### src/rtl/masked_inv_scheduler.sv
// Shares one pipelined masked GF(2^8) inverter between the state-byte (0) and key-schedule (1) requesters.
// Build option: define MASKED_INV_SCHED_KEY_PRIO_EN for fixed key-schedule priority; default is round-robin.

package masked_inv_scheduler_pkg;
    typedef logic [7:0] bv8_t;
endpackage

module masked_inv_scheduler
    import masked_inv_scheduler_pkg::*;
#(
    parameter int unsigned NUM_SHARES  = 2,
    parameter int unsigned TAG_WIDTH   = 4,
    parameter int unsigned INV_LATENCY = 3
) (
    input  logic                           in_clock,
    input  logic                           in_reset,
    input  logic [1:0]                     in_req_valid,
    output logic [1:0]                     out_req_ready,
    input  bv8_t [1:0][NUM_SHARES-1:0]     in_req_a,
    input  logic [1:0][TAG_WIDTH-1:0]      in_req_tag,
    input  logic                           in_rand_valid,
    output bv8_t [NUM_SHARES-1:0]          out_inv_a,
    input  bv8_t [NUM_SHARES-1:0]          in_inv_b,
    output logic                           out_resp_valid,
    output logic                           out_resp_src,
    output logic [TAG_WIDTH-1:0]           out_resp_tag,
    output bv8_t [NUM_SHARES-1:0]          out_resp_b,
    output logic                           out_busy
);

    typedef struct packed {
        logic                 valid;
        logic                 src;
        logic [TAG_WIDTH-1:0] tag;
    } trk_t;

    trk_t [INV_LATENCY-1:0] trk;
    trk_t                   stage0;
    logic                   grant_any;
    logic                   grant_idx;
    logic                   issue_ok;
    logic                   accept;
    logic                   busy_any;
    logic                   resp_hit;

`ifndef MASKED_INV_SCHED_KEY_PRIO_EN
    logic                   last_grant;
`endif

    // Requester selection; depends only on the valids, never on data or tags
    always_comb begin
        grant_any = 1'b0;
        grant_idx = 1'b0;
`ifdef MASKED_INV_SCHED_KEY_PRIO_EN
        if (in_req_valid[1]) begin
            grant_any = 1'b1;
            grant_idx = 1'b1;
        end else if (in_req_valid[0]) begin
            grant_any = 1'b1;
            grant_idx = 1'b0;
        end
`else
        if (in_req_valid == 2'b11) begin
            grant_any = 1'b1;
            grant_idx = ~last_grant;
        end else if (in_req_valid[0]) begin
            grant_any = 1'b1;
            grant_idx = 1'b0;
        end else if (in_req_valid[1]) begin
            grant_any = 1'b1;
            grant_idx = 1'b1;
        end
`endif
    end

    assign issue_ok = in_rand_valid & ~in_reset;
    assign accept   = grant_any & issue_ok;

    always_comb begin
        out_req_ready = 2'b00;
        if (accept) begin
            out_req_ready[grant_idx] = 1'b1;
        end
    end

    // Share-wise AND-mux: shares are never recombined, and idle cycles feed zero shares
    always_comb begin
        out_inv_a = '0;
        for (int s = 0; s < NUM_SHARES; s++) begin
            out_inv_a[s] = ({8{out_req_ready[0]}} & in_req_a[0][s])
                         | ({8{out_req_ready[1]}} & in_req_a[1][s]);
        end
    end

    always_comb begin
        stage0 = '0;
        if (accept) begin
            stage0.valid = 1'b1;
            stage0.src   = grant_idx;
            stage0.tag   = in_req_tag[grant_idx];
        end
    end

    // Tracker mirrors the inverter pipeline, which never stalls
    always_ff @(posedge in_clock) begin
        if (in_reset) begin
            trk <= '0;
        end else begin
            trk[0] <= stage0;
            for (int i = 1; i < INV_LATENCY; i++) begin
                trk[i] <= trk[i-1];
            end
        end
    end

`ifndef MASKED_INV_SCHED_KEY_PRIO_EN
    // Reset value 1 lets requester 0 win the first contention
    always_ff @(posedge in_clock) begin
        if (in_reset) begin
            last_grant <= 1'b1;
        end else if (accept) begin
            last_grant <= grant_idx;
        end
    end
`endif

    always_comb begin
        busy_any = 1'b0;
        for (int i = 0; i < INV_LATENCY; i++) begin
            busy_any = busy_any | trk[i].valid;
        end
    end

    // Bytes in flight across a reset are dropped, including the one landing in the reset cycle
    assign resp_hit       = trk[INV_LATENCY-1].valid & ~in_reset;
    assign out_resp_valid = resp_hit;
    assign out_resp_src   = resp_hit & trk[INV_LATENCY-1].src;
    assign out_resp_tag   = resp_hit ? trk[INV_LATENCY-1].tag : '0;
    assign out_busy       = busy_any & ~in_reset;

    always_comb begin
        out_resp_b = '0;
        for (int s = 0; s < NUM_SHARES; s++) begin
            out_resp_b[s] = resp_hit ? in_inv_b[s] : 8'h00;
        end
    end

endmodule

### config.mk
export PLATFORM = sky130hd
export DESIGN_NAME = masked_inv_scheduler
export DESIGN_NICKNAME = d
export VERILOG_FILES = /design/src/rtl/masked_inv_scheduler.sv
export SDC_FILE = /design/constraint.sdc
export NUM_CORES = 1
export LEC_CHECK = 0
export BUFFER_PORTS_ARGS = -buffer_cell sky130_fd_sc_hd__buf_4
export CAP_MARGIN = 20
export CORE_MARGIN = 1
export CORE_UTILIZATION = 30
export DETAILED_ROUTE_END_ITERATION = 16
export PLACE_DENSITY = 0.84
export SLEW_MARGIN = 20
export SYNTH_ARGS = -nofsm -noshare
export SYNTH_HDL_FRONTEND = slang
export SYNTH_SLANG_ARGS = --single-unit
### constraint.sdc
create_clock -name in_clock -period 1.2 [get_ports in_clock]
set_clock_uncertainty 0.05 [all_clocks]
set_input_delay 0.24 -clock in_clock [delete_from_list [all_inputs] [get_ports in_clock]]
set_output_delay 0.24 -clock in_clock [all_outputs]
set_load 0.01 [all_outputs]
==> results of run 1 <==
path summary, 6_finish.rpt:
check / to / slack [ps] / depth (start not counted)
min: trk[3] / 110 / 2
min reg2reg: trk[13] / 390 / 1
max reg2reg: trk[2] / -110 / 6
max: out_busy / -410 / 4
cell usage in the layout (no fill, tap or decap), types with 2 or more instances in the layout:
master    count
and3_4        8
buf_6        54
buf_4        67
a22o_1       20
nor2b_4       2
dfxtp_1      17
nor2b_1       9
and3_1        2
clkbuf_4      3
and2b_1       3
and2_4       21
per-stage QoR:
step | total power, µW | instance area, µm² | utilization [%]
after global routing | 1442 | 2186 | 77.92
after detailed placement | 992.4 | 1725 | 61.51
after floorplan | 771.4 | 918.4 | -
after global placement | 985.9 | 1725 | 61.51
final | 1370 | 2186 | 77.92
after CTS | 1365 | 2096 | 74.71
final cells by class:
cell class / instances / share of cell area [%]
clock buffers: 4 / 1.202
repair buffers: 121 / 50.83
flip-flops and latches: 19 / 17.63
well taps: 31 / 1.774
multi-input cells: 71 / 28.56
power by group through the flow:
stage | logic [µW] | clock network, µW | registers [µW]
4_1_cts | 394 | 314 | 657
5_1_grt | 437 | 347 | 658
6_report | 415 | 299 | 656
2_1_floorplan | 103 | 0 | 669
3_3_place_gp | 316 | 0 | 670
3_5_place_dp | 322 | 0 | 670
flip-flops by register name (all words and copies together) (netlist names):
register,flops
last_grant,1
trk,18
logic make-up after synthesis:
| family | after synthesis | synth area share, % |
|---|---|---|
| simple gates | 42 | 30.27 |
| compound gates | 23 | 21.76 |
| flops | 19 | 42.40 |
| buf+inv | 7 | 5.578 |
worst register-to-register path, delay by kind of cell, from the launching register on:
family                 cells  cell delay, ps
AO/OA/AOI/OAI              1             200
flip-flops                 1             380
AND/OR/NAND/NOR            2             250
buffers and inverters      3             330
per-layer routing:
metal	wire, µm	part of all wire (%)	up-vias	track usage, %
li1	-	-	574	-
met2	1985	54	82	43.03
met1	1282	35	538	18.25
met3	354	9.6	4	6.682
met4	48	1.3	0	6.429
met5	0	0	-	0
repair_timing:
action                     CTS  global route
buffers inserted             4             5
pin swaps                   28             7
gates resized for setup     74            18
cloned                       9             0
setup endpoints to repair   41            45
==> run_summary.xml, run 1 <==
<?xml version="1.0" encoding="UTF-8"?>
<metrics>
  <group name="pwr">
    <metric name="sw_frac_of_total" unit="%">23.15</metric>
    <metric name="share_comb_of_total_power" unit="%">30.3</metric>
    <metric name="leakage" unit="µW">0.001109</metric>
    <metric name="internal_power_consumption" unit="µW">1053</metric>
    <metric name="switching_power" unit="µW">317.1</metric>
    <metric name="irDropWorstVdd" unit="mV">0.3841</metric>
    <metric name="p_seq_share" unit="%">47.9</metric>
    <metric name="power-per-cell-area" unit="nW/µm²">626.7</metric>
    <metric name="power_frac_clock" unit="%">21.8</metric>
  </group>
  <group name="critical_path">
    <metric name="worst_setup_path_startpoint" unit="">trk[17]</metric>
    <metric name="critPathLaunchType" unit="">register</metric>
    <metric name="crit_required" unit="ps">910</metric>
    <metric name="setup.worst_path.class" unit="">register to output pin</metric>
    <metric name="cpLargestDelayFamily" unit="">simple AND/OR/NAND/NOR gates</metric>
    <metric name="critical_path.max_fanout" unit="">3</metric>
    <metric name="critPathArrivalTime" unit="ps">1320</metric>
    <metric name="cp-end-kind" unit="">output pin</metric>
    <metric name="cpMostUsedCell" unit="">buf_6</metric>
    <metric name="crit_path_cell_trace" unit="">nor2b_4 -&gt; buf_6 -&gt; or3_4 -&gt; buf_6</metric>
    <metric name="cp.buffers_inverters" unit="">2</metric>
    <metric name="critPathSlowestCell" unit="">dfxtp_2</metric>
    <metric name="worst_r2r_startpoint" unit="">last_grant</metric>
    <metric name="timing.critical_path.slowest_cell_delay" unit="ps">320</metric>
  </group>
  <group name="sta">
    <metric name="worst-slew-pin-transition" unit="ps">214.8</metric>
    <metric name="maxSlewViolCount" unit="">0</metric>
    <metric name="final_period_minus_worst_setup_slack" unit="ps">1610</metric>
    <metric name="slew_headroom" unit="%">85.65</metric>
    <metric name="rsz0062_at_grt" unit="">true</metric>
    <metric name="finalHoldWorstSlack" unit="ps">107.8</metric>
    <metric name="hold_viol_final" unit="">0</metric>
    <metric name="setup-violations-final" unit="">45</metric>
    <metric name="setup_ws" unit="ps">-410.2</metric>
    <metric name="layout_worst_path_cycle_share" unit="%">134.2</metric>
    <metric name="totalNegativeSetupSlack" unit="ps">-15430</metric>
    <metric name="achievable-frequency" unit="MHz">621.1</metric>
  </group>
  <group name="die">
    <metric name="die_w" unit="µm">56.69</metric>
    <metric name="placementRows" unit="">19</metric>
    <metric name="die_height" unit="µm">56.69</metric>
    <metric name="io_pins" unit="">102</metric>
    <metric name="die-area" unit="µm²">3213</metric>
    <metric name="floorplan.initialDensity" unit="%">31.98</metric>
    <metric name="core_area" unit="µm²">2805</metric>
  </group>
  <group name="place">
    <metric name="place.gp.congestion" unit="">0.6878</metric>
    <metric name="hpwl" unit="µm">1964</metric>
    <metric name="buffer_ports.inserted" unit="">101</metric>
    <metric name="worst_setup_slack_after_placement" unit="ps">-277.2</metric>
    <metric name="placed_cells" unit="">225</metric>
  </group>
  <group name="final_layout">
    <metric name="diodes" unit="">0</metric>
    <metric name="area.sequential" unit="µm²">385.4</metric>
    <metric name="syn_to_final_growth" unit="%">143.7</metric>
    <metric name="post_route_cells_drive_above_1_share" unit="%">74.42</metric>
    <metric name="num-fill-cells" unit="">169</metric>
    <metric name="fin_cells" unit="">246</metric>
    <metric name="post_layout_nets" unit="">277</metric>
    <metric name="multiInputGateArea" unit="µm²">624.3</metric>
  </group>
  <group name="synthesis">
    <metric name="main_area_contributors_after_synthesis" unit="">dfxtp_1, a22o_1, and2_1</metric>
    <metric name="postSynth.asyncResetShare" unit="%">0</metric>
    <metric name="syn_avg_cell_area" unit="µm²">9.858</metric>
    <metric name="synth.net_count" unit="">152</metric>
    <metric name="syn-cell-area" unit="µm²">897.1</metric>
    <metric name="yosys_warnings" unit="">0</metric>
    <metric name="yosys_most_used_dff" unit="">dfxtp_1</metric>
    <metric name="ys_seq_elements" unit="">19</metric>
    <metric name="seq_area_frac_synth" unit="%">42.40</metric>
    <metric name="synthDominantCellAreaShare" unit="%">42.40</metric>
    <metric name="netlist_instances" unit="">91</metric>
    <metric name="netlist-cell-type-count" unit="">18</metric>
    <metric name="synth_most_common_cell" unit="">and2_1</metric>
    <metric name="synth.top_cells.by_count" unit="">and2_1, a22o_1, dfxtp_1</metric>
    <metric name="synth_edf_count" unit="">0</metric>
    <metric name="synth_top_area_cell" unit="">dfxtp_1</metric>
  </group>
  <group name="routing">
    <metric name="drcViolationCount" unit="">20</metric>
    <metric name="average_wire_per_standard_cell" unit="µm">14.92</metric>
    <metric name="drtIter0Drc" unit="">44</metric>
    <metric name="drt-total-wl" unit="µm">3670</metric>
    <metric name="final_antenna_net_count" unit="">0</metric>
    <metric name="route.vias.total" unit="">1198</metric>
    <metric name="detail_route.vias_per_cell" unit="">4.870</metric>
    <metric name="drtPass1Iterations" unit="">10</metric>
  </group>
  <group name="clock_tree">
    <metric name="tritoncts_clock_tree" unit="">yes</metric>
    <metric name="clock_latency" unit="ps">280</metric>
    <metric name="cts_buffers" unit="">3</metric>
    <metric name="clock-root-buffer" unit="">clkbuf_4</metric>
    <metric name="cts_htree_levels" unit="">1</metric>
    <metric name="clk_transition_reported_paths" unit="ps">90</metric>
    <metric name="cts_hold_buffers" unit="">0</metric>
    <metric name="clock-sinks" unit="">19</metric>
    <metric name="cts-root-to-sink-buffers" unit="">2</metric>
  </group>
  <group name="global_routing">
    <metric name="grt_usage" unit="%">20.77</metric>
    <metric name="number_of_global_route_vias_before_repair" unit="">1194</metric>
    <metric name="grt_antenna_before_repair" unit="">0</metric>
    <metric name="global_route_wire_length_before_repair" unit="µm">5140</metric>
    <metric name="grt_max_degree" unit="">11</metric>
    <metric name="gr-total-overflow" unit="">0</metric>
  </group>
  <group name="worst_hold_path">
    <metric name="hold_path.class" unit="">input pin to register</metric>
    <metric name="min_from" unit="">in_req_tag[3]</metric>
  </group>
  <group name="job">
    <metric name="drv.max_cap_violation_count" unit="">0</metric>
  </group>
  <group name="run_status">
    <metric name="violated_checks" unit="">DRC, setup timing</metric>
    <metric name="status" unit="">finished with violations</metric>
  </group>
</metrics>
Power figures use the tool's default switching activity.
==> run 2, diff against run 1 <==
- CORE_UTILIZATION: 30 -> 35
- PLACE_DENSITY: 0.84 -> 0.91
- SKIP_CTS_REPAIR_TIMING: unset -> 1
- clock period: 1.2 -> 2.07 ns (I/O delays scaled with it)
==> run 2 against run 1 <==
Final area down 22%. Sequential share of layout area up 4.8 points. The flow now finishes without violations. Highest routed layer unchanged. Routed wire length is 31% lower. Power decreased by 47%. Via count fell by 13%. Critical path type unchanged. Combinational power down 57%. Die area is 14% lower.
==> run_summary.xml, run 2 (synthesized netlist as in run 1, its figures left out) <==
<?xml version="1.0" encoding="UTF-8"?>
<metrics>
  <group name="run_status">
    <metric name="status" unit="">complete, no violations</metric>
  </group>
  <group name="final_layout">
    <metric name="post_layout_nets" unit="">253</metric>
    <metric name="diodes" unit="">0</metric>
    <metric name="post_route_cells_drive_above_1_share" unit="%">56.54</metric>
    <metric name="mostFrequentLayoutCells" unit="">buf_4, and2_1, a22o_1</metric>
    <metric name="largestRegisters" unit="">trk: 18 flops, last_grant: 1 flops</metric>
    <metric name="largest_register_ffs" unit="">18</metric>
    <metric name="fin_cells" unit="">219</metric>
    <metric name="final_common_cell" unit="">buf_4</metric>
    <metric name="finalCoreUtilization" unit="%">73.07</metric>
    <metric name="syn_to_final_growth" unit="%">88.84</metric>
    <metric name="largest-register" unit="">trk</metric>
    <metric name="num-fill-cells" unit="">176</metric>
    <metric name="fin_area" unit="µm²">1694</metric>
  </group>
  <group name="sta">
    <metric name="totalNegativeSetupSlack" unit="ps">0</metric>
    <metric name="setup-violations-final" unit="">0</metric>
    <metric name="finalHoldWorstSlack" unit="ps">283.1</metric>
    <metric name="maxSlewViolCount" unit="">0</metric>
    <metric name="achievable-frequency" unit="MHz">518.8</metric>
    <metric name="final_period_minus_worst_setup_slack" unit="ps">1927</metric>
    <metric name="worst-slew-pin-transition" unit="ps">296.3</metric>
    <metric name="layout_worst_path_cycle_share" unit="%">93.11</metric>
    <metric name="slew_headroom" unit="%">80.21</metric>
    <metric name="hold_viol_final" unit="">0</metric>
    <metric name="rsz0062_at_grt" unit="">false</metric>
  </group>
  <group name="pwr">
    <metric name="switching_power" unit="µW">156.7</metric>
    <metric name="sw_frac_of_total" unit="%">21.50</metric>
    <metric name="internal_power_consumption" unit="µW">571.8</metric>
    <metric name="power_frac_clock" unit="%">23.4</metric>
    <metric name="share_comb_of_total_power" unit="%">24.4</metric>
    <metric name="leakage" unit="µW">0.0009103</metric>
    <metric name="power-per-cell-area" unit="nW/µm²">430.0</metric>
    <metric name="irDropWorstVdd" unit="mV">0.3195</metric>
    <metric name="p_seq_share" unit="%">52.2</metric>
  </group>
  <group name="routing">
    <metric name="drtIter0Drc" unit="">5</metric>
    <metric name="drt-total-wl" unit="µm">2534</metric>
    <metric name="drcViolationCount" unit="">0</metric>
    <metric name="final_antenna_net_count" unit="">0</metric>
    <metric name="detail_route.vias_per_cell" unit="">4.767</metric>
    <metric name="average_wire_per_standard_cell" unit="µm">11.57</metric>
    <metric name="route.vias.total" unit="">1044</metric>
    <metric name="drtPass1Iterations" unit="">4</metric>
  </group>
  <group name="critical_path">
    <metric name="critPathLaunchType" unit="">register</metric>
    <metric name="cp-end-kind" unit="">output pin</metric>
    <metric name="setup.worst_path.class" unit="">register to output pin</metric>
    <metric name="r2r_cells" unit="">4</metric>
    <metric name="worst-r2r-setup-slack" unit="ps">900</metric>
    <metric name="critPathArrivalTime" unit="ps">1460</metric>
    <metric name="critical_path.max_fanout" unit="">21</metric>
    <metric name="crit_required" unit="ps">1610</metric>
  </group>
  <group name="worst_hold_path">
    <metric name="hold_path.class" unit="">input pin to register</metric>
    <metric name="hold_depth" unit="">2</metric>
  </group>
  <group name="die">
    <metric name="placementRows" unit="">17</metric>
    <metric name="io_pins" unit="">102</metric>
    <metric name="die_w" unit="µm">52.63</metric>
    <metric name="die_height" unit="µm">52.63</metric>
    <metric name="core_area" unit="µm²">2318</metric>
    <metric name="floorplan.initialDensity" unit="%">38.69</metric>
    <metric name="die-area" unit="µm²">2769</metric>
  </group>
  <group name="clock_tree">
    <metric name="clock-sinks" unit="">19</metric>
    <metric name="cts_buffers" unit="">3</metric>
    <metric name="clk_transition_reported_paths" unit="ps">90</metric>
    <metric name="tritoncts_clock_tree" unit="">yes</metric>
    <metric name="cts-root-to-sink-buffers" unit="">2</metric>
    <metric name="cts_htree_levels" unit="">1</metric>
    <metric name="clock_latency" unit="ps">280</metric>
    <metric name="clock-root-buffer" unit="">clkbuf_4</metric>
  </group>
  <group name="global_routing">
    <metric name="global_route_wire_length_before_repair" unit="µm">3636</metric>
    <metric name="grt_max_degree" unit="">22</metric>
    <metric name="gr-total-overflow" unit="">0</metric>
    <metric name="number_of_global_route_vias_before_repair" unit="">912</metric>
    <metric name="grt_usage" unit="%">18.04</metric>
    <metric name="grt_antenna_before_repair" unit="">0</metric>
  </group>
  <group name="place">
    <metric name="place.gp.congestion" unit="">0.7702</metric>
    <metric name="hpwl" unit="µm">2159</metric>
    <metric name="dpl-instance-area" unit="µm²">1668</metric>
    <metric name="placed_cells" unit="">215</metric>
    <metric name="buffer_ports.inserted" unit="">101</metric>
  </group>
  <group name="job">
    <metric name="drv.max_cap_violation_count" unit="">0</metric>
  </group>
</metrics>
==> run 2: cell count changes in the layout (fill, tap and decap cells not counted), moves of 2 or more <==
cell,change
buf_4,+35
and3_4,-7
and2_4,-21
nor2b_4,-2
buf_6,-54
and2_1,+21
dfxtp_1,+2
==> run 2: final timing paths <==
kind | startpoint | end
worst max-delay path | last_grant | out_inv_a[15]
worst min-delay path | in_req_tag[0] | trk[0]
worst max register to register | last_grant | trk[1]
worst min register to register | trk[6] | trk[12]
==> run 2: routing by layer <==
metal,part of all wire (%),up-vias,global-route usage [%]
met1,30,450,16.03
met5,0,-,0
li1,-,516,-
met2,56,76,37.55
met4,0.55,0,5.263
met3,13,2,5.217
==> run 2: power groups by stage <==
stage	Combinational, µW	Sequential (µW)	Clock, µW
3_5_place_dp	180	389	0
3_3_place_gp	176	388	0
2_1_floorplan	56.7	387	0
5_1_grt	191	381	199
4_1_cts	180	380	181
6_report	178	380	170
==> run 2: worst max-delay path, cell delays in order, from the launching register on <==
cell      delay, ps
dfxtp_1         350
nand2b_1        140
and3_1          210
buf_12          160
a22o_1          190
buf_4           140
==> run 2: area by class of cell <==
type,instances,area [µm²],area share [%]
tap,28,35.03,2.068
sequential,19,380.4,22.45
multi-input combinational,65,466.7,27.55
timing repair buffer,103,785.8,46.38
clock buffer,4,26.28,1.551
==> run 2: per-stage QoR <==
step	total power (µW)	setup WS (ps)
3_5_place_dp	568.5	191.9
6_report	728.5	142.6
2_1_floorplan	444.0	472.8
5_1_grt	771.4	59.22
3_3_place_gp	564.1	243.3
4_1_cts	741.9	128.0
